--- src/rtl/bp_update_scheduler.sv ---
// bp_update_scheduler: shares one predictor table port among lookups, queued updates and init sweeps.
// Define BP_UPD_STATS_EN to add saturating update and mispredict counters.
module bp_update_scheduler #(
    parameter int PC_WIDTH     = 16,
    parameter int INDEX_WIDTH  = 12,
    parameter int FIFO_DEPTH   = 4,
    parameter int STARVE_LIMIT = 8
) (
    input  logic                          clk,
    input  logic                          reset_n,
    input  logic                          lookup_valid,
    input  logic [PC_WIDTH-1:0]           lookup_pc,
    output logic                          lookup_ready,
    input  logic                          res_valid,
    output logic                          res_ready,
    input  logic [PC_WIDTH-1:0]           res_pc,
    input  logic                          res_gpred,
    input  logic                          res_ppred,
    input  logic                          res_taken,
    input  logic                          flush_req,
    output logic                          pred_predict,
    output logic [PC_WIDTH-1:0]           pred_pc,
    output logic                          pred_update,
    output logic [PC_WIDTH-1:0]           pred_upd_pc,
    output logic                          pred_greality,
    output logic                          pred_preality,
    output logic                          pred_reality,
    output logic                          init_we,
    output logic [INDEX_WIDTH-1:0]        init_index,
    output logic                          busy,
    output logic [$clog2(FIFO_DEPTH):0]   pending
`ifdef BP_UPD_STATS_EN
    ,
    output logic [15:0]                   upd_count,
    output logic [15:0]                   g_miss,
    output logic [15:0]                   p_miss
`endif
);
    localparam int PW = $clog2(FIFO_DEPTH);
    localparam int SW = $clog2(STARVE_LIMIT + 1);

    typedef enum logic [1:0] {INIT, RUN, DRAIN} state_t;
    typedef struct packed {
        logic [PC_WIDTH-1:0] pc;
        logic                g;
        logic                p;
        logic                t;
    } entry_t;

    state_t        state, state_next;
    entry_t        mem [FIFO_DEPTH];
    entry_t        head;
    logic [PW-1:0] rd_ptr, wr_ptr;
    logic [PW:0]   count;
    logic [SW-1:0] starve;
    logic          active, head_valid, full, force_upd, push, pop;

    always_comb begin
        active       = state != INIT;
        head_valid   = count != '0;
        full         = count == (PW+1)'(FIFO_DEPTH);
        // a starved head steals the port from the lookup for one cycle
        force_upd    = head_valid && starve == SW'(STARVE_LIMIT);
        lookup_ready = active && lookup_valid && !force_upd;
        pop          = active && head_valid && !lookup_ready;
        res_ready    = state == RUN && !full;
        push         = res_valid && res_ready;
        head         = head_valid ? mem[rd_ptr] : '0;
    end

    always_comb begin
        state_next = state;
        if (state == INIT && init_index == '1)
            state_next = RUN;
        else if (state == RUN && flush_req)
            state_next = DRAIN;
        else if (state == DRAIN && !head_valid)
            state_next = INIT;
    end

    assign pred_predict  = lookup_ready;
    assign pred_pc       = lookup_pc;
    assign pred_update   = pop;
    assign pred_upd_pc   = head.pc;
    assign pred_greality = head.g;
    assign pred_preality = head.p;
    assign pred_reality  = head.t;
    assign init_we       = reset_n && state == INIT;
    assign busy          = state != RUN;
    assign pending       = count;

    always_ff @(posedge clk or negedge reset_n) begin
        if (!reset_n) begin
            state      <= INIT;
            init_index <= '0;
            rd_ptr     <= '0;
            wr_ptr     <= '0;
            count      <= '0;
            starve     <= '0;
        end else begin
            state      <= state_next;
            init_index <= (state == INIT && state_next == INIT) ? init_index + 1'b1 : '0;
            rd_ptr     <= pop ? rd_ptr + 1'b1 : rd_ptr;
            wr_ptr     <= push ? wr_ptr + 1'b1 : wr_ptr;
            count      <= count + (PW+1)'(push) - (PW+1)'(pop);
            starve     <= pop ? '0 : full ? starve + 1'b1 : starve;
        end
    end

    always_ff @(posedge clk) begin
        if (push)
            mem[wr_ptr] <= '{pc: res_pc, g: res_gpred, p: res_ppred, t: res_taken};
    end

`ifdef BP_UPD_STATS_EN
    always_ff @(posedge clk or negedge reset_n) begin
        if (!reset_n) begin
            upd_count <= '0;
            g_miss    <= '0;
            p_miss    <= '0;
        end else if (state == DRAIN && state_next == INIT) begin
            upd_count <= '0;
            g_miss    <= '0;
            p_miss    <= '0;
        end else if (pop) begin
            upd_count <= upd_count + 16'(upd_count != 16'hFFFF);
            g_miss    <= g_miss + 16'(g_miss != 16'hFFFF && head.g != head.t);
            p_miss    <= p_miss + 16'(p_miss != 16'hFFFF && head.p != head.t);
        end
    end
`endif
endmodule

--- config.mk ---
export PLATFORM = sky130hd
export DESIGN_NAME = bp_update_scheduler
export DESIGN_NICKNAME = d
export VERILOG_FILES = /design/src/rtl/bp_update_scheduler.sv
export SDC_FILE = /design/constraint.sdc
export NUM_CORES = 1
export LEC_CHECK = 0
export BUFFER_PORTS_ARGS = -buffer_cell sky130_fd_sc_hd__buf_2
export CAP_MARGIN = 30
export CORE_ASPECT_RATIO = 0.8
export CORE_MARGIN = 5
export CORE_UTILIZATION = 45
export DETAILED_ROUTE_END_ITERATION = 6
export PLACE_DENSITY_LB_ADDON = 0.15
export SLEW_MARGIN = 20
export SYNTH_ARGS = -nofsm -noshare
export SYNTH_HDL_FRONTEND = slang
export SYNTH_SLANG_ARGS = --single-unit
--- constraint.sdc ---
create_clock -name clk -period 2.6 [get_ports clk]
set_input_delay 0.39 -clock clk [delete_from_list [all_inputs] [get_ports clk]]
set_output_delay 0.39 -clock clk [all_outputs]
set_load 0.02 [all_outputs]
; After elaboration in Yosys (flattened, before gate mapping)
; Memory sizes are Yosys's and may differ from the RTL's.
; Index checks and enable logic that the tools add are counted.
[totals]
in_bits = 40
ram_bits = 76
memories = 1
register_bits = 25
word_cells = 49
[mem_list]
columns = name, words, width, rd, rd_clocked_by_memory_dff, wr, line
row1 = mem, 4, 19, 1, 0, 1, 51  ; entry_t mem [FIFO_DEPTH];
[op_classes]
add_sub_neg = 6
n_reduce_logical = 21
mux = 9
eq_ne = 6
[ops]
columns = operator, n
row1 = $mux W19, 1
row2 = $add A12 B1 Y12 const B, 1
row3 = $eq A12 B12 Y1 const B, 1
row4 = $logic_and A1 B1 Y1, 12
row5 = $mux W12, 1
row6 = $mux W4, 2
row7 = $mux W2, 3
row8 = $add A2 B1 Y2 const B, 2
row9 = $add A4 B1 Y4 const B, 1
row10 = $eq A4 B4 Y1 const B, 1
row11 = $logic_not A1 Y1, 4
row12 = $logic_not A2 Y1, 2
row13 = $reduce_bool A2 Y1, 2
row14 = $add A3 B1 Y3, 1
row15 = $eq A3 B3 Y1 const B, 1
row16 = $reduce_bool A3 Y1, 1
row17 = $sub A3 B1 Y3, 1
row18 = $eq A2 B1 Y1 const B, 1
row19 = $eq A2 B2 Y1 const B, 1
row20 = $mux W1, 2
row21 = $ne A2 B1 Y1 const B, 1

; Longest topological paths before layout
; Gate-level depths: netlist (run 1).
[logic_depth]
ltp_word = 9
mapped_depth = 10
ltp_nobuf = 10

; Least setup slack after synthesis (run 1)
; OpenSTA, ideal clock, no wires.
[synth_path]
path_kind = register to register
startpoint = register starve[0]
endpoint = register count[2] (netlist: pending[2])
setup_time_ps = 136
period_less_slack_ps = 2396
arrival_time_ps = 2260
n_path_buf = 0
slack_ps = 204
required_time_ps = 2464
path_stages_with_launch = 11
path_cell_list = dfrtp_1 > inv_1 > ha_1 > nand3b_1 > a211oi_4 > xor2_1 > ha_1 > inv_1 > fa_1 > xnor2_1 > xnor2_1
[synth_via]
elab_chain_cells = 7
[synth_rtl]
columns = element, line
row1 = "start, declared", 55  ; logic [SW-1:0] starve;
row2 = "start signal, assigned", 106  ; starve <= pop ? '0 : full ? starve + 1'b1 : starve;
row3 = $eq A4 B4 Y1, 63  ; force_upd = head_valid && starve == SW'(STARVE_LIMIT);
row4 = $logic_and A1 B1 Y1, 63
row5 = $logic_not A1 Y1, 64  ; lookup_ready = active && lookup_valid && !force_upd;
row6 = $logic_and A1 B1 Y1, 64
row7 = $logic_not A1 Y1, 65  ; pop = active && head_valid && !lookup_ready;
row8 = $logic_and A1 B1 Y1, 65
row9 = via pred_update, 23  ; output logic pred_update,
row10 = $sub A3 B1 Y3, 105  ; count <= count + (PW+1)'(push) - (PW+1)'(pop);
row11 = "end signal, assigned", 105
row12 = "end, declared", 54  ; logic [PW:0] count;
; The timed path passes the listed nets, and every way through them passes these cells.
; A chain may end at the register's enable or synchronous reset.

; Final worst setup path (run 1)
[layout_path]
startpoint = register starve[0]
endpoint = register count[2] (netlist: pending[2])
[layout_via]
elab_chain_cells = 7
[layout_rtl]
columns = element, line
row1 = $eq A4 B4 Y1, 63
row2 = $logic_and A1 B1 Y1, 63
row3 = $logic_not A1 Y1, 64
row4 = $logic_and A1 B1 Y1, 64
row5 = $logic_not A1 Y1, 65
row6 = $logic_and A1 B1 Y1, 65
row7 = $sub A3 B1 Y3, 105
; Every way passes these cells.

==> summary.json, run 1 <==
{
  "run_status": {
    "outcome": "finished, final reports clean"
  },
  "logic_synthesis": {
    "ys_seq_area_frac": 0.6686,
    "synth_fp_nets": 313,
    "netlist-cell-type-count": 43,
    "synth_enable_flop_cells": 76,
    "synth_warnings": 0,
    "synthCells": 264,
    "postSynthAreaPerCell_sq_um": 16.47,
    "asyncSetResetFlopFracSynth": 0.2475,
    "yosys_register_bits": 101,
    "mapped_area_sq_um": 4349,
    "ys.flop_type": "sky130_fd_sc_hd__edfxtp_1"
  },
  "drt": {
    "first_iter_violations": 105,
    "antenna_violating_nets_post_route": 0,
    "average_via_count_per_standard_cell": 5.219,
    "drc_errors": 0,
    "wl_um": 7955,
    "detail_route.first_pass.iterations": 4,
    "via_count": 2364,
    "detail_route.wl_per_cell_um": 17.56
  },
  "cts": {
    "htree_levels": 3,
    "cts_root_buffer": "sky130_fd_sc_hd__clkbuf_16",
    "cts.sinks": 101,
    "clk_pin_slew_ns": 0.07,
    "cts_hold_repair.buffers": 0,
    "postCtsSetupRepairBufs": 0,
    "post_cts.resized_instances": 0,
    "tritoncts.num_buffers": 9,
    "insertion_delay_ns": 0.33,
    "tritoncts": "yes",
    "number_of_buffers_on_the_longest_clock_path": 2
  },
  "run": {
    "drv.max_cap_violation_count": 0
  },
  "sta": {
    "hold_ws_ns": 0.05839,
    "final_total_negative_setup_slack_ns": 0,
    "final_min_period_over_clock_period": 0.8693,
    "achievable-frequency_ghz": 0.4424,
    "fin_worst_skew_ns": 0.01510,
    "worst-slew-pin-transition_ns": 0.7054,
    "final_period_minus_worst_setup_slack_ns": 2.260,
    "post-route-worst-setup-slack_ns": 0.3397,
    "rsz0062_at_grt": "false",
    "final_hold_viol_count": 0,
    "maxSlewViolCount": 0,
    "max-slew-margin-rel": 0.5269,
    "final-setup-viol-count": 0
  },
  "global_routing": {
    "initial_antenna_violation_count": 1,
    "grt_max_degree": 26,
    "global_route.usage.total": 0.1445,
    "via_count_of_the_first_global_routing_pass": 2419,
    "grt_pass1_wl_um": 13070,
    "grt-ovfl-total": 0
  },
  "power": {
    "p_per_area_nw_per_um2": 997.2,
    "final_power_w": 0.005102,
    "worst_ir_drop_vdd_v": 0.0004396,
    "power_leakage_nw": 1.961
  },
  "hold_path": {
    "min_path_type": "input pin to asynchronous set/reset pin"
  },
  "floorplan": {
    "floorplan.die.width_um": 119.9,
    "top_level_ports": 96,
    "die_height_um": 97.93,
    "placementRows": 32,
    "placeableCoreArea_sq_um": 9529,
    "dieArea_sq_um": 11740,
    "starting_density_of_the_core": 0.4564
  },
  "critical_path": {
    "crit_fanout": 4,
    "kind_of_critical_path": "flop to flop",
    "worstPathRequired_ns": 2.86,
    "end_kind": "flop",
    "worstPathArrival_ns": 2.52,
    "startpoint_type": "flop"
  },
  "cells_and_area": {
    "layout-drive-gt1-share": 0.3533,
    "fillCellCount": 823,
    "final_nets": 378,
    "layout-area-overhead-vs-synth_pct": 17.64,
    "antennaDiodeCount": 0
  },
  "placement": {
    "detailed_place_hpwl_um": 5201,
    "pre_cts_ws_ns": 0.3391,
    "placement.io_buffers": 63,
    "routabilityCongestion": 0.7737
  }
}
logic make-up after synthesis:
group | after synthesis | share of synthesized area
muxes | 20 | 0.1018
adders and majority gates | 9 | 0.02762
xor gates and xnor gates | 10 | 0.02014
and+or+nand+nor | 66 | 0.09609
DFF | 101 | 0.6686
buffers and inverters | 33 | 0.04516
AOI/OAI and AO/OA | 25 | 0.04057
worst max-delay path, stage by stage (launching register included):
cell and delay, ns:
sky130_fd_sc_hd__dfrtp_1 0.41, sky130_fd_sc_hd__inv_1 0.09, sky130_fd_sc_hd__ha_1 0.14, sky130_fd_sc_hd__nand3b_1 0.17, sky130_fd_sc_hd__a211oi_4 0.31, sky130_fd_sc_hd__xor2_1 0.17, sky130_fd_sc_hd__ha_1 0.16, sky130_fd_sc_hd__inv_1 0.04
sky130_fd_sc_hd__fa_1 0.37, sky130_fd_sc_hd__xnor2_1 0.17, sky130_fd_sc_hd__xnor2_1 0.15
flip-flops by register name, summed over array words and instances (netlist names):
register,count
mem,76
init_index,12
starve,4
pending,3
rd_ptr,2
state,2
wr_ptr,2
worst paths after layout:
kind	from	end	slack [ns]	cells past startpoint
setup / recovery	starve[0]$_DFFE_PN0P_	pending[2]$_DFF_PN0_	0.34	10
hold / removal	reset_n	pending[1]$_DFF_PN0_	0.06	2
setup reg to reg	starve[0]$_DFFE_PN0P_	pending[2]$_DFF_PN0_	0.34	10
hold reg to reg	init_index[0]$_DFF_PN0_	init_index[0]$_DFF_PN0_	0.52	1
max in group asynchronous	reset_n	state[1]$_DFF_PN0_	2.27	2
min in group clk	res_pc[14]	mem[3][17]$_DFFE_PP_	0.27	1
area by class of cell:
class	count	area, sq um	share of cell area
Inverter	9	33.78	0.006603
Timing Repair Buffer	78	466.7	0.09122
Tap cell	119	148.9	0.02910
Sequential cell	101	2908	0.5684
Multi-Input combinational cell	130	1250	0.2443
Clock inverter	4	72.57	0.01418
Clock buffer	12	236.5	0.04622
layout by cell type, fill, tap and decap left out, types with 8 or more instances in the layout:
cell and instances:
sky130_fd_sc_hd__buf_4 10, sky130_fd_sc_hd__dfrtp_1 25, sky130_fd_sc_hd__a21oi_1 8, sky130_fd_sc_hd__nand2_1 8, sky130_fd_sc_hd__and2b_1 12, sky130_fd_sc_hd__buf_2 63, sky130_fd_sc_hd__mux4_2 19, sky130_fd_sc_hd__clkbuf_16 9
sky130_fd_sc_hd__ha_1 8, sky130_fd_sc_hd__edfxtp_1 76, sky130_fd_sc_hd__nor2b_1 8, sky130_fd_sc_hd__inv_1 9
synth_stat cells, drive strengths merged (6+ instances only):
| cell | count | area [sq um] |
|---|---|---|
| and2b | 12 | 90.09 |
| nor2b | 8 | 50.05 |
| a21oi | 8 | 40.04 |
| ha | 8 | 100.1 |
| xnor2 | 6 | 52.55 |
| mux4 | 19 | 427.9 |
| buf | 19 | 142.6 |
| edfxtp | 76 | 2282 |
| o21ai | 6 | 30.03 |
| nor2 | 7 | 28.78 |
| dfrtp | 25 | 625.6 |
| inv | 9 | 33.78 |
| nand2 | 8 | 30.03 |
per-layer routing:
metal / vias up / GRT usage / wire length (um)
met2: 56 / 0.2176 / 3826
met1: 1176 / 0.1985 / 3606
met4: 2 / 0.04489 / 77
met3: 18 / 0.05096 / 437
met5: - / 0 / 7
li1: 1112 / - / -
power by group:
group / switching (W) / internal [W] / total (W)
Sequential: 0.000151 / 0.00186 / 0.00201
Combinational: 0.000937 / 0.000773 / 0.00171
Clock: 0.000534 / 0.000843 / 0.00138
Total: 0.00162 / 0.00348 / 0.00510
through the flow:
step | utilization | std cells | instance area (sq um)
finish | 0.5369 | 453 | 5116
global route | 0.5369 | 453 | 5116
CTS | 0.5326 | 450 | 5075
detailed placement | 0.5001 | 434 | 4766
global placement | 0.4986 | 433 | 4751
floorplan | - | 264 | 4349
No activity file was read; power rests on OpenSTA's default activity.
==> run 2: changes to the inputs <==
- HOLD_SLACK_MARGIN: unset -> 0.06
- RECOVER_POWER: unset -> 50
==> run 2 against run 1 <==
Net effect: first-iteration DRC count stayed put; non-clock buffer count unchanged; sequential power about the same.
==> summary.json, run 2 (synthesized netlist as in run 1, its figures left out) <==
{
  "critical_path": {
    "crit_chain": {"value": "inv_1 -> ha_1 -> nand3b_1 -> a211oi_4 -> xor2_1 -> ha_1 -> inv_1 -> fa_1 -> xnor2_1 -> xnor2_1", "change": "unchanged"},
    "path_buf_inv": {"value": 2, "change": "unchanged"},
    "end_kind": {"value": "flop", "change": "unchanged"},
    "setup.reg_to_reg.worst_slack": {"value": 0.34, "unit": "ns", "change": "about the same"},
    "crit_fanout": {"value": 4, "change": "unchanged"},
    "stages_on_the_worst_setup_path": {"value": 10, "change": "unchanged"},
    "critical_path.max_stage_delay": {"value": 0.41, "unit": "ns", "change": "about the same"},
    "critical_path.reg2reg.endpoint": {"value": "pending[2]$_DFF_PN0_", "change": "unchanged"},
    "path_delay_family": {"value": "adder cells", "change": "unchanged"},
    "slowest_stage": {"value": "sky130_fd_sc_hd__dfrtp_1", "change": "unchanged"},
    "worstReg2RegStart": {"value": "starve[0]$_DFFE_PN0P_", "change": "unchanged"},
    "worstPathRequired": {"value": 2.86, "unit": "ns", "change": "about the same"},
    "worstRegToRegCells": {"value": 10, "change": "unchanged"},
    "worstPathArrival": {"value": 2.52, "unit": "ns", "change": "about the same"},
    "startpoint_type": {"value": "flop", "change": "unchanged"},
    "kind_of_critical_path": {"value": "flop to flop", "change": "unchanged"},
    "timing.critical_path.from": {"value": "starve[0]$_DFFE_PN0P_", "change": "unchanged"}
  },
  "floorplan": {
    "dieArea": {"value": 11740, "unit": "sq um", "change": "unchanged"},
    "die_height": {"value": 97.93, "unit": "um", "change": "unchanged"},
    "placementRows": {"value": 32, "change": "unchanged"},
    "placeableCoreArea": {"value": 9529, "unit": "sq um", "change": "unchanged"},
    "starting_density_of_the_core": {"value": 0.4564, "change": "unchanged"},
    "top_level_ports": {"value": 96, "change": "unchanged"},
    "floorplan.die.width": {"value": 119.9, "unit": "um", "change": "unchanged"}
  },
  "global_routing": {
    "initial_antenna_violation_count": {"value": 0, "change": "was 1"},
    "grt_max_degree": {"value": 26, "change": "unchanged"},
    "grt-ovfl-total": {"value": 0, "change": "unchanged"},
    "via_count_of_the_first_global_routing_pass": {"value": 2419, "change": "unchanged"},
    "grt_pass1_wl": {"value": 13070, "unit": "um", "change": "unchanged"},
    "global_route.usage.total": {"value": 0.1445, "change": "unchanged"}
  },
  "sta": {
    "max-slew-margin-rel": {"value": 0.07567, "change": "was 0.5269"},
    "rsz0062_at_grt": {"value": "false", "change": "unchanged"},
    "post-route-worst-setup-slack": {"value": 0.3399, "unit": "ns", "change": "was 0.3397 ns"},
    "worst-slew-pin-transition": {"value": 1.387, "unit": "ns", "change": "was 0.7054 ns"},
    "hold_ws": {"value": 0.2892, "unit": "ns", "change": "was 0.05839 ns"},
    "final-setup-viol-count": {"value": 0, "change": "unchanged"},
    "maxSlewViolCount": {"value": 0, "change": "unchanged"},
    "achievable-frequency": {"value": 0.4425, "unit": "GHz", "change": "was 0.4424 GHz"},
    "final_total_negative_setup_slack": {"value": 0, "unit": "ns", "change": "unchanged"},
    "final_hold_viol_count": {"value": 0, "change": "unchanged"},
    "fin_worst_skew": {"value": 0.01505, "unit": "ns", "change": "was 0.01510 ns"},
    "final_min_period_over_clock_period": {"value": 0.8693, "change": "about the same"},
    "final_period_minus_worst_setup_slack": {"value": 2.260, "unit": "ns", "change": "about the same"}
  },
  "drt": {
    "wl": {"value": 7963, "unit": "um", "change": "was 7955 um"},
    "detail_route.wl_per_cell": {"value": 17.58, "unit": "um", "change": "was 17.56 um"},
    "top_signal_layer_used": {"value": "met4", "change": "was met5"},
    "met3_length": {"value": 482, "unit": "um", "change": "was 437 um"},
    "first_iter_violations": {"value": 105, "change": "unchanged"},
    "dr_wl_met2": {"value": 3787, "unit": "um", "change": "was 3826 um"},
    "via_count": {"value": 2357, "change": "was 2364"},
    "wl_met1": {"value": 3618, "unit": "um", "change": "was 3606 um"},
    "antenna_violating_nets_post_route": {"value": 0, "change": "unchanged"},
    "detail_route.first_pass.iterations": {"value": 4, "change": "unchanged"},
    "average_via_count_per_standard_cell": {"value": 5.203, "change": "was 5.219"},
    "drc_errors": {"value": 0, "change": "unchanged"}
  },
  "cells_and_area": {
    "max_flop_register": {"value": "mem", "change": "unchanged"},
    "largest_register_ffs": {"value": 76, "change": "unchanged"},
    "layout-area-overhead-vs-synth": {"value": 16.63, "unit": "%", "change": "was 17.64%"},
    "final-instance-count-excl-fill": {"value": 453, "change": "unchanged"},
    "biggestRegsByFlops": {"value": "mem: 76 flops, init_index: 12 flops, starve: 4 flops", "change": "unchanged"},
    "final_cell_area": {"value": 5072, "unit": "sq um", "change": "was 5116 sq um"},
    "fillCellCount": {"value": 829, "change": "was 823"},
    "antennaDiodeCount": {"value": 0, "change": "unchanged"},
    "layout-drive-gt1-share": {"value": 0.2605, "change": "was 0.3533"},
    "leading_cell_type_in_the_layout_fill_and_taps_excluded": {"value": "sky130_fd_sc_hd__edfxtp_1", "change": "unchanged"},
    "final_nets": {"value": 378, "change": "unchanged"},
    "mostFrequentLayoutCells": {"value": "76 x sky130_fd_sc_hd__edfxtp_1, 34 x sky130_fd_sc_hd__clkbuf_1, 34 x sky130_fd_sc_hd__buf_2, 25 x sky130_fd_sc_hd__dfrtp_1, 19 x sky130_fd_sc_hd__mux4_2", "change": "was 76 x sky130_fd_sc_hd__edfxtp_1, 63 x sky130_fd_sc_hd__buf_2, 25 x sky130_fd_sc_hd__dfrtp_1, 19 x sky130_fd_sc_hd__mux4_2, 12 x sky130_fd_sc_hd__and2b_1"}
  },
  "placement": {
    "detailed_place_hpwl": {"value": 5201, "unit": "um", "change": "unchanged"},
    "placed_cells": {"value": 434, "change": "unchanged"},
    "pre_cts_ws": {"value": 0.3391, "unit": "ns", "change": "unchanged"},
    "placement.io_buffers": {"value": 63, "change": "unchanged"},
    "routabilityCongestion": {"value": 0.7737, "change": "unchanged"},
    "total_placed_instance_area": {"value": 4766, "unit": "sq um", "change": "unchanged"}
  },
  "cts": {
    "cts_hold_repair.buffers": {"value": 0, "change": "unchanged"},
    "tritoncts.num_buffers": {"value": 9, "change": "unchanged"},
    "htree_levels": {"value": 3, "change": "unchanged"},
    "tritoncts": {"value": "yes", "change": "unchanged"},
    "insertion_delay": {"value": 0.33, "unit": "ns", "change": "about the same"},
    "number_of_buffers_on_the_longest_clock_path": {"value": 2, "change": "unchanged"},
    "postCtsSetupRepairBufs": {"value": 0, "change": "unchanged"},
    "clk_pin_slew": {"value": 0.07, "unit": "ns", "change": "about the same"},
    "cts_root_buffer": {"value": "sky130_fd_sc_hd__clkbuf_16", "change": "unchanged"},
    "cts.sinks": {"value": 101, "change": "unchanged"},
    "post_cts.resized_instances": {"value": 0, "change": "unchanged"}
  },
  "hold_path": {
    "min_from": "flush_req",
    "min_path_type": {"value": "input pin to flop", "change": "was input pin to asynchronous set/reset pin"},
    "hold_path_end": "state[1]$_DFF_PN0_",
    "min_path_cells": 3
  },
  "power": {
    "clock_power_share": {"value": 0.271, "change": "was 0.270"},
    "net_load_switching_power": {"value": 0.001623, "unit": "W", "change": "was 0.001622 W"},
    "power.share.sequential": {"value": 0.396, "change": "was 0.395"},
    "worst_ir_drop_vdd": {"value": 0.0004392, "unit": "V", "change": "was 0.0004396 V"},
    "power_leakage": {"value": 1.865, "unit": "nW", "change": "was 1.961 nW"},
    "internal_power": {"value": 0.003462, "unit": "W", "change": "was 0.003480 W"},
    "comb_power_share": {"value": 0.333, "change": "was 0.335"},
    "netSwitchingFraction": {"value": 0.3192, "change": "was 0.3180"},
    "p_per_area": {"value": 1003, "unit": "nW/um^2", "change": "was 997.2 nW/um^2"}
  },
  "run": {
    "drv.max_cap_violation_count": {"value": 0, "change": "unchanged"}
  },
  "run_status": {
    "outcome": {"value": "finished, final reports clean", "change": "unchanged"}
  }
}
==> run 2: how the worst max path moves through the flow <==
stage | endpoint
after floorplan | pending[2]$_DFF_PN0_
after global placement | pending[2]$_DFF_PN0_
after detailed placement | pending[2]$_DFF_PN0_
after CTS | pred_predict
after global routing | pending[2]$_DFF_PN0_
final | pending[2]$_DFF_PN0_
==> run 2: routing by layer <==
layer  GRT usage  vias to the layer above
met4     0.04489                        0
met3     0.05096                       16
met2      0.2176                       56
li1            -                     1113
met1      0.1985                     1172
met5           0                        -
==> run 2: worst min-delay path: cells and delay by family <==
kind | cells | cell delay (ns)
and+or+nand+nor | 2 | 0.11
buffers and inverters | 1 | 0.08
==> run 2: layout make-up <==
| type | count | area, sq um | share of cell area |
|---|---|---|---|
| Timing Repair Buffer | 78 | 422.9 | 0.08337 |
| Multi-Input combinational cell | 130 | 1250 | 0.2464 |
| Sequential cell | 101 | 2908 | 0.5733 |
| Tap cell | 119 | 148.9 | 0.02935 |
| Clock buffer | 12 | 236.5 | 0.04662 |
| Inverter | 9 | 33.78 | 0.006660 |
| Clock inverter | 4 | 72.57 | 0.01431 |
==> run 2: power by group through the flow <==
stage          logic [W]  registers [W]  clock network, W
2_1_floorplan    0.00113        0.00213                 0
4_1_cts          0.00176        0.00201           0.00141
3_3_place_gp     0.00173        0.00204                 0
5_1_grt          0.00187        0.00204           0.00148
6_report         0.00169        0.00202           0.00138
3_5_place_dp     0.00175        0.00205                 0
==> run 2: per-stage QoR <==
step                utilization  total power, W
floorplan                     -        0.003251
global placement         0.4986        0.003774
detailed placement       0.5001        0.003795
CTS                      0.5326        0.005185
global route             0.5323        0.005386
finish                   0.5323        0.005086
